--- config.mk ---
export PLATFORM = sky130hd
export DESIGN_NAME = wb_stage
export DESIGN_NICKNAME = d
export VERILOG_FILES = /design/src/rtl/riscv_pipe_pkg.sv /design/src/rtl/load_align.sv /design/src/rtl/wb_stage.sv
export SDC_FILE = /design/constraint.sdc
export NUM_CORES = 1
export LEC_CHECK = 0
export CAP_MARGIN = 25
export CORE_ASPECT_RATIO = 1.2
export CORE_UTILIZATION = 40
export CTS_CLUSTER_DIAMETER = 150
export DETAILED_ROUTE_END_ITERATION = 10
export GPL_TIMING_DRIVEN = 0
export HOLD_SLACK_MARGIN = 0.05
export PLACE_DENSITY_LB_ADDON = 0.3
export SYNTH_ARGS = -nofsm -noshare
export SYNTH_HDL_FRONTEND = slang
export SYNTH_SLANG_ARGS = --single-unit
export TNS_END_PERCENT = 30
--- constraint.sdc ---
create_clock -name clk -period 2.67 [get_ports clk]
set_input_delay 0.534 -clock clk [delete_from_list [all_inputs] [get_ports clk]]
set_output_delay 0.534 -clock clk [all_outputs]
set_load 0.1 [all_outputs]
--- src/rtl/riscv_pipe_pkg.sv ---
// rtl/riscv_pipe_pkg.sv - shared pipeline types and constants for the writeback stage
package riscv_pipe_pkg;

  // Load funct3 encodings
  localparam logic [2:0] LB  = 3'b000;
  localparam logic [2:0] LH  = 3'b001;
  localparam logic [2:0] LW  = 3'b010;
  localparam logic [2:0] LBU = 3'b100;
  localparam logic [2:0] LHU = 3'b101;

  // Default number of S_WAIT cycles before a load is abandoned
  localparam int LOAD_TIMEOUT_DEF = 16;

  typedef enum logic {
    S_RUN  = 1'b0,
    S_WAIT = 1'b1
  } wb_state_t;

endpackage

--- src/rtl/load_align.sv ---
// rtl/load_align.sv - selects and extends load data from a word-aligned read
module load_align
  import riscv_pipe_pkg::*;
(
  input  logic [31:0] rdata,
  input  logic [2:0]  funct3,
  input  logic [1:0]  off,
  output logic [31:0] data,
  output logic        misalign
);

  logic [7:0]  byte_sel;
  logic [15:0] half_sel;

  // Pick byte/half by offset, then extend by funct3; misaligned halves/words
  // still take the half selected by off[1] (or the full word).
  always_comb begin
    byte_sel = rdata[7:0];
    half_sel = off[1] ? rdata[31:16] : rdata[15:0];
    data     = rdata;
    misalign = 1'b0;
    case (off)
      2'd0: byte_sel = rdata[7:0];
      2'd1: byte_sel = rdata[15:8];
      2'd2: byte_sel = rdata[23:16];
      default: byte_sel = rdata[31:24];
    endcase
    case (funct3)
      LB: data = {{24{byte_sel[7]}}, byte_sel};
      LH: begin
        data     = {{16{half_sel[15]}}, half_sel};
        misalign = off[0];
      end
      LW: misalign = (off != 2'd0);
      LBU: data = {24'd0, byte_sel};
      LHU: begin
        data     = {16'd0, half_sel};
        misalign = off[0];
      end
      default: data = rdata;
    endcase
  end

endmodule

--- src/rtl/wb_stage.sv ---
// rtl/wb_stage.sv - pipeline writeback: load wait/timeout FSM, RF write, perf counters
module wb_stage
  import riscv_pipe_pkg::*;
#(
  parameter int LOAD_TIMEOUT = LOAD_TIMEOUT_DEF,
  parameter int CNT_W        = 32
) (
  input  logic             clk,
  input  logic             reset_n,
  input  logic [31:0]      wb_result,
  input  logic             wb_mem_write,
  input  logic             wb_alu_to_reg,
  input  logic [4:0]       wb_dest_reg_sel,
  input  logic             wb_branch,
  input  logic             wb_branch_nxt,
  input  logic             wb_mem_to_reg,
  input  logic [1:0]       wb_read_address,
  input  logic [2:0]       mem_alu_operation,
  input  logic [31:0]      dmem_rdata,
  input  logic             dmem_rvalid,
  output logic             stall_read,
  output logic             rf_we,
  output logic [4:0]       rf_waddr,
  output logic [31:0]      rf_wdata,
  output logic             load_err,
  output logic             misalign_err,
  output logic [CNT_W-1:0] retired_cnt,
  output logic [CNT_W-1:0] stall_cnt
);

  localparam int TMR_W = $clog2(LOAD_TIMEOUT + 1);

  wb_state_t        state_q, state_d;
  logic [TMR_W-1:0] timer_q, timer_d;
  logic             load_err_q, load_err_d;
  logic             misalign_err_q, misalign_err_d;
  logic [CNT_W-1:0] retired_cnt_q, retired_cnt_d;
  logic [CNT_W-1:0] stall_cnt_q, stall_cnt_d;

  logic        live;
  logic        is_load;
  logic        retire;
  logic        stall;
  logic [31:0] ld_data;
  logic        ld_misalign;

  // wb_branch is informational here; only the instruction behind it is squashed
  logic unused_branch;
  assign unused_branch = wb_branch;

  load_align u_load_align (
    .rdata    (dmem_rdata),
    .funct3   (mem_alu_operation),
    .off      (wb_read_address),
    .data     (ld_data),
    .misalign (ld_misalign)
  );

  assign live    = (wb_alu_to_reg | wb_mem_write) & ~wb_branch_nxt;
  assign is_load = live & wb_mem_to_reg;

  // Next-state, retire/stall decision and writeback data selection
  always_comb begin
    state_d        = state_q;
    timer_d        = timer_q;
    load_err_d     = load_err_q;
    misalign_err_d = 1'b0;
    retire         = 1'b0;
    stall          = 1'b0;
    rf_wdata       = wb_result;
    case (state_q)
      S_RUN: begin
        if (is_load) begin
          if (dmem_rvalid) begin
            retire         = 1'b1;
            rf_wdata       = ld_data;
            misalign_err_d = ld_misalign;
          end else begin
            stall   = 1'b1;
            state_d = S_WAIT;
            timer_d = TMR_W'(1);
          end
        end else if (live) begin
          retire = 1'b1;
        end
      end
      default: begin
        if (dmem_rvalid) begin
          retire         = 1'b1;
          rf_wdata       = ld_data;
          misalign_err_d = ld_misalign;
          state_d        = S_RUN;
          timer_d        = '0;
        end else if (timer_q == TMR_W'(LOAD_TIMEOUT)) begin
          // Abandon the load: retire it with zero data and flag the error
          retire     = 1'b1;
          rf_wdata   = 32'd0;
          load_err_d = 1'b1;
          state_d    = S_RUN;
          timer_d    = '0;
        end else begin
          stall   = 1'b1;
          timer_d = timer_q + TMR_W'(1);
        end
      end
    endcase
    retired_cnt_d = retired_cnt_q + CNT_W'(retire);
    stall_cnt_d   = stall_cnt_q + CNT_W'(stall);
  end

  assign stall_read = stall & reset_n;
  assign rf_we      = retire & wb_alu_to_reg & (wb_dest_reg_sel != 5'd0) & reset_n;
  assign rf_waddr   = wb_dest_reg_sel;

  // State, timer, sticky error, pulse and counter registers
  always_ff @(posedge clk or negedge reset_n) begin
    if (!reset_n) begin
      state_q        <= S_RUN;
      timer_q        <= '0;
      load_err_q     <= 1'b0;
      misalign_err_q <= 1'b0;
      retired_cnt_q  <= '0;
      stall_cnt_q    <= '0;
    end else begin
      state_q        <= state_d;
      timer_q        <= timer_d;
      load_err_q     <= load_err_d;
      misalign_err_q <= misalign_err_d;
      retired_cnt_q  <= retired_cnt_d;
      stall_cnt_q    <= stall_cnt_d;
    end
  end

  assign load_err     = load_err_q;
  assign misalign_err = misalign_err_q;
  assign retired_cnt  = retired_cnt_q;
  assign stall_cnt    = stall_cnt_q;

endmodule

==> metrics.txt, run 1 <==
Crit-path slowest cell mux4_2; Mapped Nets 516; CTS tree yes; root buffer cell clkbuf_16; RSZ-0062 raised after global routing true; Final Util 73.99%; Hold Vio Cnt, Final 0; Total Routing Usage GR 25.97%; most frequent CP cell buf_6; clock latency reported for the late side of the worst-skew pair 0.33 ns; Routed Antenna Nets 0; LEAKAGE 0.003430 uW; fin crit period 2.751 ns; Worst Setup End Kind primary output; first-pass GRT wire length 21790 um; fin crit share 103.0%; final setup vio count 18; vias in the first global route 4500; setup ws final -0.08067 ns; largest family of logic cells by synthesized area simple AND/OR/NAND/NOR gates; Synth Area in XOR/XNOR 12.44%; wire per inst 18.08 um; CP Max Fanout 6; number of flops mapped to enable cells by yosys 0; Max IR drop VDD 0.5795 mV; final instance area 7517 um2; Max Fclk 363.5 MHz; # H-tree levels 3; Clock Sinks 72; DP HPWL 9787 um; Slew HR 32.83%; setup total negative slack -0.8949 ns; Ys Warns 0; WP data required 2.14 ns; Cells after Synth 428; Antenna diodes 0; Post-route DRC 0; Synth area leader dfrtp_1; clk slew on worst S/H paths 0.05 ns; num ports 187; IO Port Bufs 185; Crit path max-delay family buffers and inverters; Pwr Total 5803 uW; status finished with violations; metal3 WL 895 um; post-synth cell types 44; die height 114.6 um; top post-synthesis cells by area dfrtp_1, xnor2_1, and3_1; arrival time worst endpoint 2.22 ns; Routed Wire Length 14390 um; buffer and inverter count on the worst path 4; Initial Utilization 41.59%; largest net degree at the start of global routing 48; TritonCTS Buffers 9; Worst-Margin Slew 1.004 ns; failing checks setup timing; Horiz. Die Dim 95.82 um; initial antenna violation count 0; max-cap viol count 0; predominant post-synthesis flop cell dfrtp_1; DR top layer met4; fillers 689; placed cell count 740; DP Area 6275 um2; Max Buffers Root-to-Sink 2; Synth top area share 42.64%; Post-Syn Area per Cell 9.872 um2; multiplexer area fraction after synthesis 5.745%; crit-path cells buf_8, mux4_2, nand2b_4, a2111oi_4, buf_6, buf_6, a311o_2, buf_12; min-delay worst type in -> async; layout cell share with drive strength beyond 1 31.79%; Synth Area in Adders 1.777%; vias per inst 5.524; met2 routed WL 7655 um; Vias 4397; synthesis-to-finish area growth 77.91%; drt pass-1 iters 6; slowest stage delay, CP 0.55 ns; die area 10980 um2; fraction of registers with async set/reset 100.0%; total grt overflow 0; post-synthesis simple-gate area fraction 19.48%; Pins Over Slew Limit 0; row cnt 40; Synth Area in Compound Gates 13.38%; M1 WL 5089 um; nets 753; Cell Pwr Density 771.9 nW/um2; CP Launch Type primary input; Crit Path Class in -> out; Iteration-0 DRC Markers 248; register area share after synthesis 42.64%; core footprint 10160 um2; Setup Skew 0.007375 ns; Post-Layout Cell Count 796; Mapped Area 4225 um2; Final GP Congestion 0.9377; Yosys reg bits 72
[routing by layer]
layer / GRT usage, % / up-vias
met5: 0 / -
met4: 16.12 / 0
met3: 6.242 / 55
met2: 46.81 / 210
met1: 26.45 / 2118
li1: - / 2014
[timing repair]
| item | 4_1_cts | 5_1_grt |
|---|---|---|
| setup endpoints to repair | 77 | 68 |
| pin swaps | 33 | 22 |
| setup buffers | 34 | 9 |
| hold buffers | 0 | 0 |
| gates cloned | 2 | 0 |
| gates resized for setup | 391 | 59 |
[worst reg2reg max path, delay by kind of cell, from the launching register on]
kind	cells	cell delay, ns
simple gates	5	0.77
buf+inv	4	0.55
fa+ha+maj	3	0.48
flops	1	0.40
xor+xnor	1	0.18
compound gates	1	0.15
[layout by cell type (no fill, tap or decap), drive strengths merged, types with 18 or more instances in the layout]
| master | n |
|---|---|
| nor2 | 23 |
| inv | 18 |
| xnor2 | 44 |
| clkbuf | 28 |
| buf | 98 |
| dfrtp | 72 |
| nand2 | 36 |
| nand3 | 27 |
| and3 | 28 |
| clkdlybuf4s50 | 124 |
[flip-flops by register name (all words and copies together) (netlist names)]
signal	count
timer_q	5
retired_cnt	32
stall_cnt	32
state_q	1
load_err	1
misalign_err	1
[worst paths after layout]
check,startpoint,to,slack (ns),cells past startpoint
worst max-delay path,wb_read_address[1],rf_wdata[21],-0.08,8
worst min-delay path,reset_n,retired_cnt[15],0.12,1
worst max register to register,timer_q[0],retired_cnt[26],0.07,14
worst min register to register,load_err,load_err,0.47,1
max in group asynchronous,reset_n,stall_cnt[8],2.01,2
min in group clk,load_err,load_err,0.47,1
[cells in the mapped netlist (2+ instances only)]
library cell,n
and4_1,6
nand2b_1,3
xor2_1,16
a311o_2,10
nand3_1,27
nand2_1,36
o31ai_1,2
mux2_2,13
nor4_1,2
inv_1,18
xnor2_1,44
a221oi_1,9
and3_1,28
nor3_1,5
clkbuf_1,16
ha_1,6
buf_2,2
o21ai_0,9
o21bai_1,2
and2_1,3
a311o_1,6
nor2_1,23
a31o_2,8
a21oi_1,7
mux2i_1,7
dfrtp_1,72
nor2b_1,4
o21a_1,2
nand4_1,16
buf_4,5
a21o_1,8
[report_power, final]
part | switching, uW | internal (uW)
combinational | 2120 | 1130
sequential | 142 | 1210
clock | 425 | 771
total | 2690 | 3110
[kinds of logic after synthesis]
kind of cell | Yosys count
buffers and inverters | 43
muxes | 21
AOI/OAI and AO/OA | 68
xor gates and xnor gates | 60
DFF | 72
adders and majority gates | 6
and+or+nand+nor | 158
[final cells by class]
cell class	count	area, um2	area share, %
Sequential cell	72	1802	23.97
Timing Repair Buffer	227	2421	32.21
Tap cell	126	157.7	2.097
Clock buffer	13	260.3	3.462
Clock inverter	3	40.04	0.5326
Multi-Input combinational cell	313	2566	34.14
Inverter	18	67.56	0.8988
Buffer	24	202.7	2.696
[per-stage QoR]
stage          worst slack, ns  hold WS (ns)
6_report              -0.08067        0.1213
5_1_grt                -0.1384        0.1492
4_1_cts                -0.2159        0.1274
3_5_place_dp            -1.772        0.4522
3_3_place_gp            -2.846        0.4520
2_1_floorplan         -0.05037        0.2384
Note: power is estimated with default switching activity, not from simulation.
==> run 2: changes to the inputs <==
--- a/config.mk
+++ b/config.mk
@@ -14,4 +14,5 @@
 export HOLD_SLACK_MARGIN = 0.05
 export PLACE_DENSITY_LB_ADDON = 0.3
+export RECOVER_POWER = 25
 export SYNTH_ARGS = -nofsm -noshare
 export SYNTH_HDL_FRONTEND = slang
==> constraint.sdc (replaced) <==
create_clock -name clk -period 2.7 [get_ports clk]
set_input_delay 0.54 -clock clk [delete_from_list [all_inputs] [get_ports clk]]
set_output_delay 0.54 -clock clk [all_outputs]
set_load 0.05 [all_outputs]
==> metrics.txt, run 2 (same netlist as run 1, synthesis figures left out) <==
status finished with violations; failing checks setup timing; final instance area 7018 um2; Max Fclk 367.7 MHz; Hold Vio Cnt, Final 0; die area 10980 um2; clk slew on worst S/H paths 0.05 ns; TritonCTS Buffers 9; total grt overflow 0; row cnt 40; max-cap viol count 0; layout cell share with drive strength beyond 1 26.04%; vias per inst 5.428; WP data required 2.16 ns; metal3 WL 823 um; DP Area 6235 um2; Pins Over Slew Limit 0; Antenna diodes 0; fillers 808; RSZ-0062 raised after global routing true; synthesis-to-finish area growth 66.09%; CTS tree yes; Initial Utilization 41.59%; die height 114.6 um; initial antenna violation count 0; fin crit share 100.7%; IO Port Bufs 185; nets 732; fin crit period 2.719 ns; Crit-path slowest cell mux4_2; first-pass GRT wire length 20480 um; most frequent CP cell buf_6; crit-path cells buf_2, mux4_2, nand2b_4, a2111oi_4, buf_6, buf_4, a311o_2, buf_6; Cell Pwr Density 677.3 nW/um2; Clock Sinks 72; Hold Buf Count CTS 0; DR top layer met4; Routed Antenna Nets 0; slowest stage delay, CP 0.51 ns; Total Routing Usage GR 24.18%; Crit Path Class in -> out; Final Util 69.08%; root buffer cell clkbuf_16; Routed Wire Length 13090 um; min-delay worst type in -> async; Max IR drop VDD 0.3906 mV; Setup Skew 0.005093 ns; drt pass-1 iters 5; setup ws final -0.01941 ns; DP HPWL 9602 um; M1 WL 4657 um; most frequent cells in the layout clkdlybuf4s50_1, dfrtp_1, xnor2_1, buf_4, nand2_1; Slew HR 50.06%; dpl ws -1.347 ns; Post-route DRC 0; Final GP Congestion 0.8789; LEAKAGE 0.003171 uW; Worst Setup End Kind primary output; Iteration-0 DRC Markers 157; met2 routed WL 6957 um; Max Buffers Root-to-Sink 2; largest net degree at the start of global routing 75; arrival time worst endpoint 2.18 ns; core footprint 10160 um2; CP Launch Type primary input; Horiz. Die Dim 95.82 um; CP Max Fanout 7; commonest non-fill, non-tap cell in the layout clkdlybuf4s50_1; num ports 187; vias in the first global route 4271; # H-tree levels 3; Vias 4207; clock latency reported for the late side of the worst-skew pair 0.33 ns; final setup vio count 3; Pwr Total 4753 uW; setup total negative slack -0.03129 ns; Worst-Margin Slew 0.7423 ns; wire per inst 16.89 um
## run 2: cell types whose count changed in the layout (fill, tap and decap cells not counted), sizes merged
| cell | delta |
|---|---|
| buf | -24 |
| clkdlybuf4s50 | +7 |
| dlygate4sd2 | +5 |
| dlymetal6s2s | -5 |
| bufinv | +2 |
| clkbuf | -5 |
| clkdlybuf4s15 | -1 |
## run 2: area by class of cell
class	count	area (um2)	area share [%]
Buffer	23	197.7	2.817
Clock buffer	11	242.7	3.459
Clock inverter	5	103.9	1.480
Inverter	18	67.56	0.9627
Multi-Input combinational cell	313	2434	34.68
Sequential cell	72	1802	25.67
Tap cell	126	157.7	2.246
Timing Repair Buffer	207	2013	28.69
## run 2: final timing paths
kind / start / end / slack (ns) / cells after the start
max: dmem_rdata[15] / rf_wdata[27] / -0.02 / 8
min: reset_n / retired_cnt[14] / 0.22 / 1
max reg2reg: timer_q[1] / stall_cnt[22] / 0.21 / 13
min reg2reg: retired_cnt[31] / retired_cnt[31] / 0.47 / 1
max in group asynchronous: reset_n / stall_cnt[7] / 2.03 / 1
min in group clk: retired_cnt[31] / retired_cnt[31] / 0.47 / 1
## run 2: per-stage QoR
step,hold WS (ns),instances
final,0.2151,775
after global routing,0.2787,775
after CTS,0.3796,770
after detailed placement,0.4596,739
after global placement,0.4541,739
after floorplan,0.2444,428
## run 2: timing repair
item,in CTS,in global routing
pin swaps,12,14
cloned,3,0
endpoints found under the setup margin,71,63
resized for setup,311,48
setup buffers,13,7
endpoints found under the hold margin,0,0
## run 2: layer usage
layer  GRT usage (%)  vias to the layer above
met2           44.95                      195
met1           24.02                     2001
met4           13.33                        0
met3           5.976                       41
met5               0                        -
li1                -                     1970
## run 2: worst max-delay path: cells and delay by family
kind / cells / cell delay, ns
simple gates: 1 / 0.11
buf+inv: 4 / 0.58
compound gates: 2 / 0.44
mux: 1 / 0.51
## run 2: where the power goes
group	leakage [uW]	internal, uW	switching [uW]
Clock	0.000170	927	439
Sequential	0.000970	1190	144
Combinational	0.00203	821	1230
Total	0.00317	2940	1810
